## config.mk

```make
export PLATFORM = sky130hd
export DESIGN_NAME = pc_sequencer
export DESIGN_NICKNAME = d
export VERILOG_FILES = /design/src/rtl/mips_pkg.sv /design/src/rtl/pc_incrementer.sv /design/src/rtl/pc_sequencer.sv
export SDC_FILE = /design/constraint.sdc
export NUM_CORES = 1
export LEC_CHECK = 0
export BUFFER_PORTS_ARGS = -buffer_cell sky130_fd_sc_hd__buf_2
export CORE_ASPECT_RATIO = 1.2
export CORE_MARGIN = 5
export CORE_UTILIZATION = 40
export CTS_CLUSTER_DIAMETER = 60
export CTS_CLUSTER_SIZE = 16
export DETAILED_ROUTE_END_ITERATION = 6
export PLACE_DENSITY = 0.76
export SKIP_LAST_GASP = 1
export SLEW_MARGIN = 5
export SYNTH_ARGS = -nofsm -noshare
export SYNTH_HDL_FRONTEND = slang
export SYNTH_SLANG_ARGS = --single-unit
export TNS_END_PERCENT = 30
```

## constraint.sdc

```tcl
create_clock -name clk -period 4.2 [get_ports clk]
set_input_delay 0.63 -clock clk [delete_from_list [all_inputs] [get_ports clk]]
set_output_delay 0.63 -clock clk [all_outputs]
set_load 0.02 [all_outputs]
```

## src/rtl/mips_pkg.sv

```systemverilog
// -----------------------------------------------------------------------------
// mips_pkg
// Shared definitions for the MIPS fetch-stage control logic.
//   PC_WIDTH          : program counter width (32)
//   PC_RESET_DEFAULT  : default fetch address after reset
//   PC_EXC_DEFAULT    : default exception vector
//   pc_seq_state_t    : pc_sequencer FSM state (BOOT, RUN)
//   align_target()    : forces bits [1:0] of a fetch target to zero
// -----------------------------------------------------------------------------
package mips_pkg;

    localparam int PC_WIDTH = 32;

    localparam logic [PC_WIDTH-1:0] PC_RESET_DEFAULT = 32'h0000_0000;
    localparam logic [PC_WIDTH-1:0] PC_EXC_DEFAULT   = 32'h0000_0080;

    typedef enum logic {
        PC_SEQ_BOOT = 1'b0,
        PC_SEQ_RUN  = 1'b1
    } pc_seq_state_t;

    // Instruction fetches are word aligned; the low two bits are dropped.
    function automatic logic [PC_WIDTH-1:0] align_target(input logic [PC_WIDTH-1:0] t);
        return t & ~{{(PC_WIDTH-2){1'b0}}, 2'b11};
    endfunction

endpackage

```

## src/rtl/pc_incrementer.sv

```systemverilog
// -----------------------------------------------------------------------------
// pc_incrementer
// Combinational PC + 4, modulo 2^32 (0xFFFF_FFFC wraps to 0x0000_0000).
//   pc_i        in  32  address
//   pc_plus4_o  out 32  pc_i + 4
// -----------------------------------------------------------------------------
module pc_incrementer
    import mips_pkg::*;
(
    input  logic [PC_WIDTH-1:0] pc_i,
    output logic [PC_WIDTH-1:0] pc_plus4_o
);

    assign pc_plus4_o = pc_i + PC_WIDTH'(4);

endmodule

```

## src/rtl/pc_sequencer.sv

```systemverilog
// -----------------------------------------------------------------------------
// pc_sequencer
// Next-PC controller for the fetch stage. Owns the PC register and chooses
// each cycle between sequential increment, stall hold and redirects.
//
// Optional feature macro: PC_SEQ_EXC_EN
//   defined   : exc_i port present, exception redirect to EXC_PC at top
//               priority, misaligned branch/jump targets redirect to EXC_PC.
//   undefined : no exc_i port, target bits [1:0] are silently masked.
//
// Ports:
//   clk              in   rising-edge clock
//   rst_n            in   synchronous active-low reset
//   stall_i          in   hold the PC
//   branch_taken_i   in   taken branch resolved in EX
//   branch_target_i  in   branch destination
//   jump_i           in   j/jal/jr decoded in ID
//   jump_target_i    in   jump destination
//   exc_i            in   exception request (PC_SEQ_EXC_EN only)
//   pc_o             out  current fetch address
//   pc_plus4_o       out  pc_o + 4, registered with pc_o
//   fetch_valid_o    out  pc_o is a real fetch (0 during boot)
//   flush_ifid_o     out  kill IF/ID (combinational)
//   flush_idex_o     out  kill ID/EX (combinational)
//   redirect_cnt_o   out  saturating count of accepted redirects
//
// Handshake: there is no valid/ready pairing here; every request input is a
// single-cycle level sampled at the rising edge while in RUN. Redirects win
// over stall_i and the flushes they raise are valid in that same cycle.
// -----------------------------------------------------------------------------
module pc_sequencer
    import mips_pkg::*;
#(
    parameter logic [PC_WIDTH-1:0] RESET_PC = PC_RESET_DEFAULT,
    parameter logic [PC_WIDTH-1:0] EXC_PC   = PC_EXC_DEFAULT
) (
    input  logic                clk,
    input  logic                rst_n,
    input  logic                stall_i,
    input  logic                branch_taken_i,
    input  logic [PC_WIDTH-1:0] branch_target_i,
    input  logic                jump_i,
    input  logic [PC_WIDTH-1:0] jump_target_i,
`ifdef PC_SEQ_EXC_EN
    input  logic                exc_i,
`endif
    output logic [PC_WIDTH-1:0] pc_o,
    output logic [PC_WIDTH-1:0] pc_plus4_o,
    output logic                fetch_valid_o,
    output logic                flush_ifid_o,
    output logic                flush_idex_o,
    output logic [15:0]         redirect_cnt_o
);

    pc_seq_state_t       state_q, state_d;
    logic [PC_WIDTH-1:0] pc_q, pc_d;
    logic [PC_WIDTH-1:0] pc_plus4_q, pc_plus4_d;
    logic                fetch_valid_q;
    logic [15:0]         cnt_q, cnt_d;
    logic [PC_WIDTH-1:0] pc_seq;
    logic                redirect;
    logic                flush_ifid;
    logic                flush_idex;

    // Sequential successor of the current PC.
    pc_incrementer u_inc_seq (
        .pc_i       (pc_q),
        .pc_plus4_o (pc_seq)
    );

    // Link/base value, computed from the next PC so it registers alongside it.
    pc_incrementer u_inc_link (
        .pc_i       (pc_d),
        .pc_plus4_o (pc_plus4_d)
    );

`ifdef PC_SEQ_EXC_EN
    function automatic logic [PC_WIDTH-1:0] target_or_exc(input logic [PC_WIDTH-1:0] t);
        // A misaligned fetch target is turned into an exception redirect.
        return (t[1:0] != 2'b00) ? EXC_PC : t;
    endfunction
`else
    function automatic logic [PC_WIDTH-1:0] target_or_exc(input logic [PC_WIDTH-1:0] t);
        return align_target(t);
    endfunction

    logic unused_exc_pc;
    assign unused_exc_pc = ^EXC_PC;
`endif

    always_comb begin
        state_d    = state_q;
        pc_d       = pc_q;
        redirect   = 1'b0;
        flush_ifid = 1'b0;
        flush_idex = 1'b0;
        case (state_q)
            PC_SEQ_BOOT: begin
                // Requests are ignored; PC stays at RESET_PC for the first fetch.
                state_d = PC_SEQ_RUN;
            end
            PC_SEQ_RUN: begin
                pc_d = pc_seq;
`ifdef PC_SEQ_EXC_EN
                if (exc_i) begin
                    pc_d       = EXC_PC;
                    redirect   = 1'b1;
                    flush_ifid = 1'b1;
                    flush_idex = 1'b1;
                end else
`endif
                // Branch is the older instruction, so it beats a same-cycle jump.
                if (branch_taken_i) begin
                    pc_d       = target_or_exc(branch_target_i);
                    redirect   = 1'b1;
                    flush_ifid = 1'b1;
                    flush_idex = 1'b1;
                end else if (jump_i) begin
                    pc_d       = target_or_exc(jump_target_i);
                    redirect   = 1'b1;
                    flush_ifid = 1'b1;
`ifdef PC_SEQ_EXC_EN
                    // A misaligned jump is really an exception: kill ID/EX too.
                    flush_idex = (jump_target_i[1:0] != 2'b00);
`endif
                end else if (stall_i) begin
                    pc_d = pc_q;
                end
            end
            default: begin
                state_d = PC_SEQ_BOOT;
            end
        endcase
    end

    assign cnt_d = (redirect && cnt_q != 16'hFFFF) ? cnt_q + 16'd1 : cnt_q;

    always_ff @(posedge clk) begin
        if (!rst_n) begin
            state_q       <= PC_SEQ_BOOT;
            pc_q          <= RESET_PC;
            pc_plus4_q    <= RESET_PC + PC_WIDTH'(4);
            fetch_valid_q <= 1'b0;
            cnt_q         <= 16'd0;
        end else begin
            state_q       <= state_d;
            pc_q          <= pc_d;
            pc_plus4_q    <= pc_plus4_d;
            fetch_valid_q <= 1'b1;
            cnt_q         <= cnt_d;
        end
    end

    assign pc_o           = pc_q;
    assign pc_plus4_o     = pc_plus4_q;
    assign fetch_valid_o  = fetch_valid_q;
    assign redirect_cnt_o = cnt_q;
    // Flushes never leak out while reset is held.
    assign flush_ifid_o   = flush_ifid & rst_n;
    assign flush_idex_o   = flush_idex & rst_n;

endmodule

```

# Word level (Yosys, flattened, before mapping)
# Cells that the tools add are included.
# Widths: inputs -> output; s select.
[totals]
reg_bits = 81
input_bits = 69
word_cells = 21
[classes]
n_addsub = 3
n_eq_ne = 1
mux = 10
bitwise_logic = 2
reduce_logical = 1
[ops]
columns = ["cell", "n"]
rows = [
  ["$mux 32", 4],
  ["$add 32x3->32 const B", 2],
  ["$add 16x1->16 const B", 1],
  ["$ne 16x16->1 const B", 1],
  ["$mux 1", 6],
  ["$and 1x1->1", 2],
  ["$logic_and 1x1->1", 1],
]

# Depth between registers and ports, before layout
[depth]
depth_word = 6
depth_mapped = 12
depth_no_buf = 10

# Hierarchy
# From an unflattened synthesis, not the netlist that was laid out.
[unflattened]
hier_cells = 553
area_unflattened_um2 = 5016.1
[modules_own_cells]
columns = ["mod", "instances", "cells_each", "area_per_inst_um2"]
rows = [
  ["pc_sequencer", 1, 387, 3854.9],
  ["pc_incrementer", 2, 83, 580.6],
]

# Worst setup path before layout
# No wires, ideal clock.
[synth_timing]
path_type = "input to register"
start = "input port stall_i"
end = "register pc_plus4_q[31], in the netlist pc_plus4_o[31]"
setup_time_ps = 123
t_arrival_ps = 3062
setup_slack_ps = 1015
stages = 9
n_path_buf = 1
cell_sequence = "nand4b_4 nor4_1 mux2_2 a211oi_1 nor4bb_4 buf_6 nand4_4 nor4_2 mux2_1"
[synth_via]
elab_chain_cells = 5
[synth_lines]
columns = ["element", "line", "source"]
rows = [
  ["start, declared", "pc_sequencer.sv:39", "input logic stall_i,"],
  ["$mux 32", "pc_sequencer.sv:126", "end else if (stall_i) begin"],
  ["$mux 32", "pc_sequencer.sv:118", "end else if (jump_i) begin"],
  ["$mux 32", "pc_sequencer.sv:113", "if (branch_taken_i) begin"],
  ["$mux 32", "pc_sequencer.sv:97", "case (state_q)"],
  ["$add 32x3->32", "pc_incrementer.sv:14", "assign pc_plus4_o = pc_i + PC_WIDTH'(4);"],
  ["end signal, assigned", "pc_sequencer.sv:142", "pc_plus4_q <= RESET_PC + PC_WIDTH'(4);"],
  ["end signal, assigned", "pc_sequencer.sv:148", "pc_plus4_q <= pc_plus4_d;"],
  ["end, declared", "pc_sequencer.sv:57", "logic [PC_WIDTH-1:0] pc_plus4_q, pc_plus4_d;"],
]
# No other way between the ends.
# A chain may end at the register's enable or synchronous reset.

# Final worst setup path
[layout_timing]
start = "register pc_q[6], in the netlist pc_o[6]"
end = "register pc_plus4_q[28], in the netlist pc_plus4_o[28]"
[layout_via]
elab_chain_cells = 6
[layout_lines]
columns = ["element", "line", "source"]
rows = [
  ["start, declared", "pc_sequencer.sv:56", "logic [PC_WIDTH-1:0] pc_q, pc_d;"],
  ["start signal, assigned", "pc_sequencer.sv:147", "pc_q <= pc_d;"],
  ["$add 32x3->32", "pc_incrementer.sv:14", ""],
  ["$mux 32", "pc_sequencer.sv:126", ""],
  ["$mux 32", "pc_sequencer.sv:118", ""],
  ["$mux 32", "pc_sequencer.sv:113", ""],
  ["$mux 32 (*)", "pc_sequencer.sv:97", ""],
  ["$add 32x3->32 (*)", "pc_incrementer.sv:14", ""],
]
# Mark *: on every way between the ends. The rest lies on a longest branch, timed or not.

==> results.md <==
- The flow ran to the end, and the final reports show no timing, DRC or antenna violations.
- The number of distinct library cells after synthesis is 87.
- The async set-or-reset flop fraction in the synthesized netlist is 0.
- Between clock sinks in the finished design, the worst skew comes to 0.00975 ns.
- The number of antenna diodes in the final layout is 0.
- The hold violation count in the final report is 0.
- After detailed routing, the number of vias per cell comes to 5.84.
- Summed over all cells, the static leakage comes to 2.50 nW.
- The TritonCTS sink count is 77.
- The longest clock path from root to sink contains 2 buffers.
- The height of the die is 130 µm.
- The delay of the slowest critical-path stage is 0.58 ns.
- Across the run, the number of max-cap violations was 0.
- Wires add up to 15600 µm.
- The worst ir drop on vdd is 0.000192 V.
- The kind of end point of the critical path is a flip-flop.
- The initial antenna violation count is 0.
- In this run the clock root is driven by a sky130_fd_sc_hd__clkbuf_16.
- The pin count of the biggest net entering global routing is 54.
- After global routing the overflow that remains totals 0.
- The region available for standard cell placement spans 0.0116 mm².
- Summing all placed instances gives a cell area of 0.00559 mm².
- The TritonCTS buffer count is 9.
- The routed layout has 5031 vias.
- The transition time at the pin with the least slew margin is 0.781 ns.
- The final count of pins violating max slew is 0.
- The number of hold-repair buffers added at the cts stage is 0.
- The clock latency reported for the late side of the worst-skew pair is 0.34 ns.
- The number of global-route vias before repair is 4750.
- The path class of the tightest hold or removal check is flip-flop to flip-flop.
- Setup repair after global routing left no endpoint under its margin.
- The worst setup path is launched from a flip-flop.
- The number of cells upsized or downsized after cts is 0.
- Clock-pin slew was measured on the worst setup and hold paths at 0.06 ns.
- The fraction of final layout cells sized beyond drive strength 1 is 0.288.
- The final number of setup-violating endpoints is 0.
- For this run, the leading register cell type out of synthesis is sky130_fd_sc_hd__dfxtp_1.
- The slowest stage of the critical path belongs to the cell sky130_fd_sc_hd__dfxtp_1.
- The buffers plus inverters on the worst setup path is 2.
- The highest achievable clock rate is 0.299 GHz.
- The congestion estimate from routability-driven global placement came to 0.932.
- The global-route wire length before repair is 24200 µm.
- The full die area is 0.0142 mm².
- The count of buffers from port buffering is 143.
- The setup TNS after final layout is 0 ns.
- The summed area of non-filler cells in the final layout is 0.00591 mm².
- Summed over all nets, the half-perimeter wirelength after detailed placement is 11500 µm.
- The signal on the critical path passes through nand2_1, nor4_1, mux2_2, a211oi_1, buf_4, nor4bb_4, buf_4, nand4_4, nor2b_1, mux2_2.
- Pin placement for this block handled 152 I/O pins.
- The floorplan row count is 43.
- The count of nets left with antenna violations after detail routing is 0.
- The power per cell area is 343 mW/mm².
- In the global route stage, overall resource usage came out at 0.216.
- Among cell families on the critical path, the largest total delay comes from simple AND/OR/NAND/NOR gates.
- Yosys mapped a number of flops with a built-in enable equal to 0.
- In this run the mean area of a mapped cell was 8.37 µm².
- In the final design database the tool counted 773 nets.
- The residual DRC count is 0.
- The time the final worst path needs with I/O delays and setup is 3.35 ns.
- The data arrival time of the critical path is 3.57 ns.
- The count of mapped cells out of synthesis is 569.
- CTS built an H-tree with a depth of 3.
- The final worst-path cycle share is 0.797.
- Post-CTS timing repair inserted 0 buffers for setup.
- The initial detailed-routing violation count is 390.
- In this run, synthesis produced a sequential element count of 77.
- The effective utilization at floorplan is 0.410.
- The area growth from synthesis to layout is 24.0%.
- TritonCTS built the clock tree.
- The maximum fanout along the worst path is 12.
- The critical setup path kind is flip-flop to flip-flop.
- For this run, the register share of the synthesized area comes to 0.324.
- The first-pass detailed-route iteration total is 6.
- After detailed routing, the average wire length per cell comes to 18.1 µm.
- Data on the critical path is required at its endpoint by 4.42 ns.
- The chip width is 110 µm.
- The worst-case headroom to the max-slew limit is 0.473.
- The mapped netlist covers 0.00476 mm².
- The Yosys warning count is 0.
## path summary, 6_finish.rpt
kind	start	endpoint	slack, ns	depth (start not counted)
max	pc_o[6]	pc_plus4_o[28]	0.85	10
min	redirect_cnt_o[1]	redirect_cnt_o[1]	0.51	2
max reg2reg	pc_o[6]	pc_plus4_o[28]	0.85	10
min reg2reg	redirect_cnt_o[1]	redirect_cnt_o[1]	0.51	2
## registers in the layout (all words and copies together) (netlist names)
register	count
pc_o	30
pc_plus4_o	30
fetch_valid_o	1
redirect_cnt_o	16
## layout make-up
class,instances,area [µm²]
timing repair buffer,157,821
multi-input combinational,443,2980
clock inverter,4,72.6
clock buffer,11,243
fill,1157,5720
tap,157,196
inverter,13,48.8
sequential,77,1540
## worst min-delay path: cells and delay by family, from the launching register on
family,cells,cell delay [ns]
flip-flops,1,0.35
AO/OA/AOI/OAI,1,0.05
AND/OR/NAND/NOR,1,0.07
## per-stage QoR
step            util  cells  worst slack, ns  power [W]  hold slack, ns
3_5_place_dp   0.481    847            0.584    0.00120           0.501
5_1_grt        0.508    862            0.595    0.00211           0.544
3_3_place_gp   0.481    847            0.637    0.00119           0.479
2_1_floorplan      -    572             1.01    0.00107           0.561
6_report       0.508    862            0.852    0.00203           0.513
4_1_cts        0.508    862            0.901    0.00204           0.509
## per-layer routing
metal	GRT usage	up-vias	routed length (µm)
met1	0.262	2386	6150
met4	0.0792	0	339
met5	0	-	0
li1	-	2366	-
met2	0.369	249	7750
met3	0.0533	30	1340
## cell usage after synthesis, drive strengths merged (4+ instances only)
cell type	n	area share
or2	5	0.0066
and2	25	0.033
buf	26	0.032
nor2	69	0.055
or4b	4	0.0084
mux2i	5	0.011
a21oi	15	0.016
xor2	14	0.026
nand4b	9	0.022
a211oi	5	0.0089
or4	4	0.0071
nand3	19	0.020
a31oi	6	0.011
nand3b	11	0.020
a221oi	5	0.0092
inv	13	0.010
and3	5	0.0066
o31ai	5	0.0079
a22oi	11	0.019
nor3	20	0.021
xnor2	16	0.029
mux2	7	0.017
and4	8	0.015
nand2b	4	0.0053
a21o	4	0.0063
o311ai	6	0.013
nor2b	5	0.0066
a22o	7	0.013
clkbuf	13	0.010
dfxtp	77	0.32
nor4	10	0.016
o21ai	16	0.017
or3	7	0.0092
nand2	42	0.033
nand4	21	0.034
## cell usage in the layout (no fill, tap or decap), types with 5 or more instances in the layout
cell type / Yosys / routed
sky130_fd_sc_hd__nand2_1: 42 / 42
sky130_fd_sc_hd__nor2_1: 68 / 68
sky130_fd_sc_hd__nand3_1: 19 / 19
sky130_fd_sc_hd__a22o_1: 7 / 7
sky130_fd_sc_hd__mux2i_1: 5 / 5
sky130_fd_sc_hd__nand4_1: 19 / 19
sky130_fd_sc_hd__and3_1: 5 / 5
sky130_fd_sc_hd__o21ai_0: 16 / 16
sky130_fd_sc_hd__nor4_1: 8 / 8
sky130_fd_sc_hd__o31ai_1: 5 / 5
sky130_fd_sc_hd__or3_1: 7 / 7
sky130_fd_sc_hd__a22oi_1: 9 / 9
sky130_fd_sc_hd__nor2b_1: 5 / 5
sky130_fd_sc_hd__buf_2: 14 / 143
sky130_fd_sc_hd__clkbuf_16: 0 / 9
sky130_fd_sc_hd__a21oi_1: 15 / 15
sky130_fd_sc_hd__inv_1: 13 / 13
sky130_fd_sc_hd__nand4b_1: 6 / 6
sky130_fd_sc_hd__xor2_1: 14 / 14
sky130_fd_sc_hd__buf_4: 6 / 14
sky130_fd_sc_hd__a31oi_1: 5 / 5
sky130_fd_sc_hd__nor3_1: 20 / 20
sky130_fd_sc_hd__nand3b_1: 10 / 10
sky130_fd_sc_hd__a221oi_1: 5 / 5
sky130_fd_sc_hd__xnor2_1: 16 / 16
sky130_fd_sc_hd__dfxtp_1: 77 / 76
sky130_fd_sc_hd__and2_1: 24 / 24
sky130_fd_sc_hd__and4_1: 8 / 8
## logic make-up (layout without fill, tap and decap cells)
| group | after synthesis | in the layout | share of synthesized area |
|---|---|---|---|
| AO/OA/AOI/OAI | 115 | 115 | 0.187 |
| XOR/XNOR | 30 | 30 | 0.0552 |
| adder cells (fa/ha/maj) | 3 | 3 | 0.00788 |
| buffers and inverters | 52 | 185 | 0.0525 |
| flip-flops | 77 | 77 | 0.324 |
| multiplexers | 12 | 12 | 0.0271 |
| other | 1 | 4 | 0.000787 |
| AND/OR/NAND/NOR | 279 | 279 | 0.346 |
## power by group
group | internal [W] | switching [W]
Clock | 0.000532 | 0.000300
Combinational | 0.000146 | 0.000230
Sequential | 0.000772 | 0.0000436
Power figures use the tool's default switching activity.
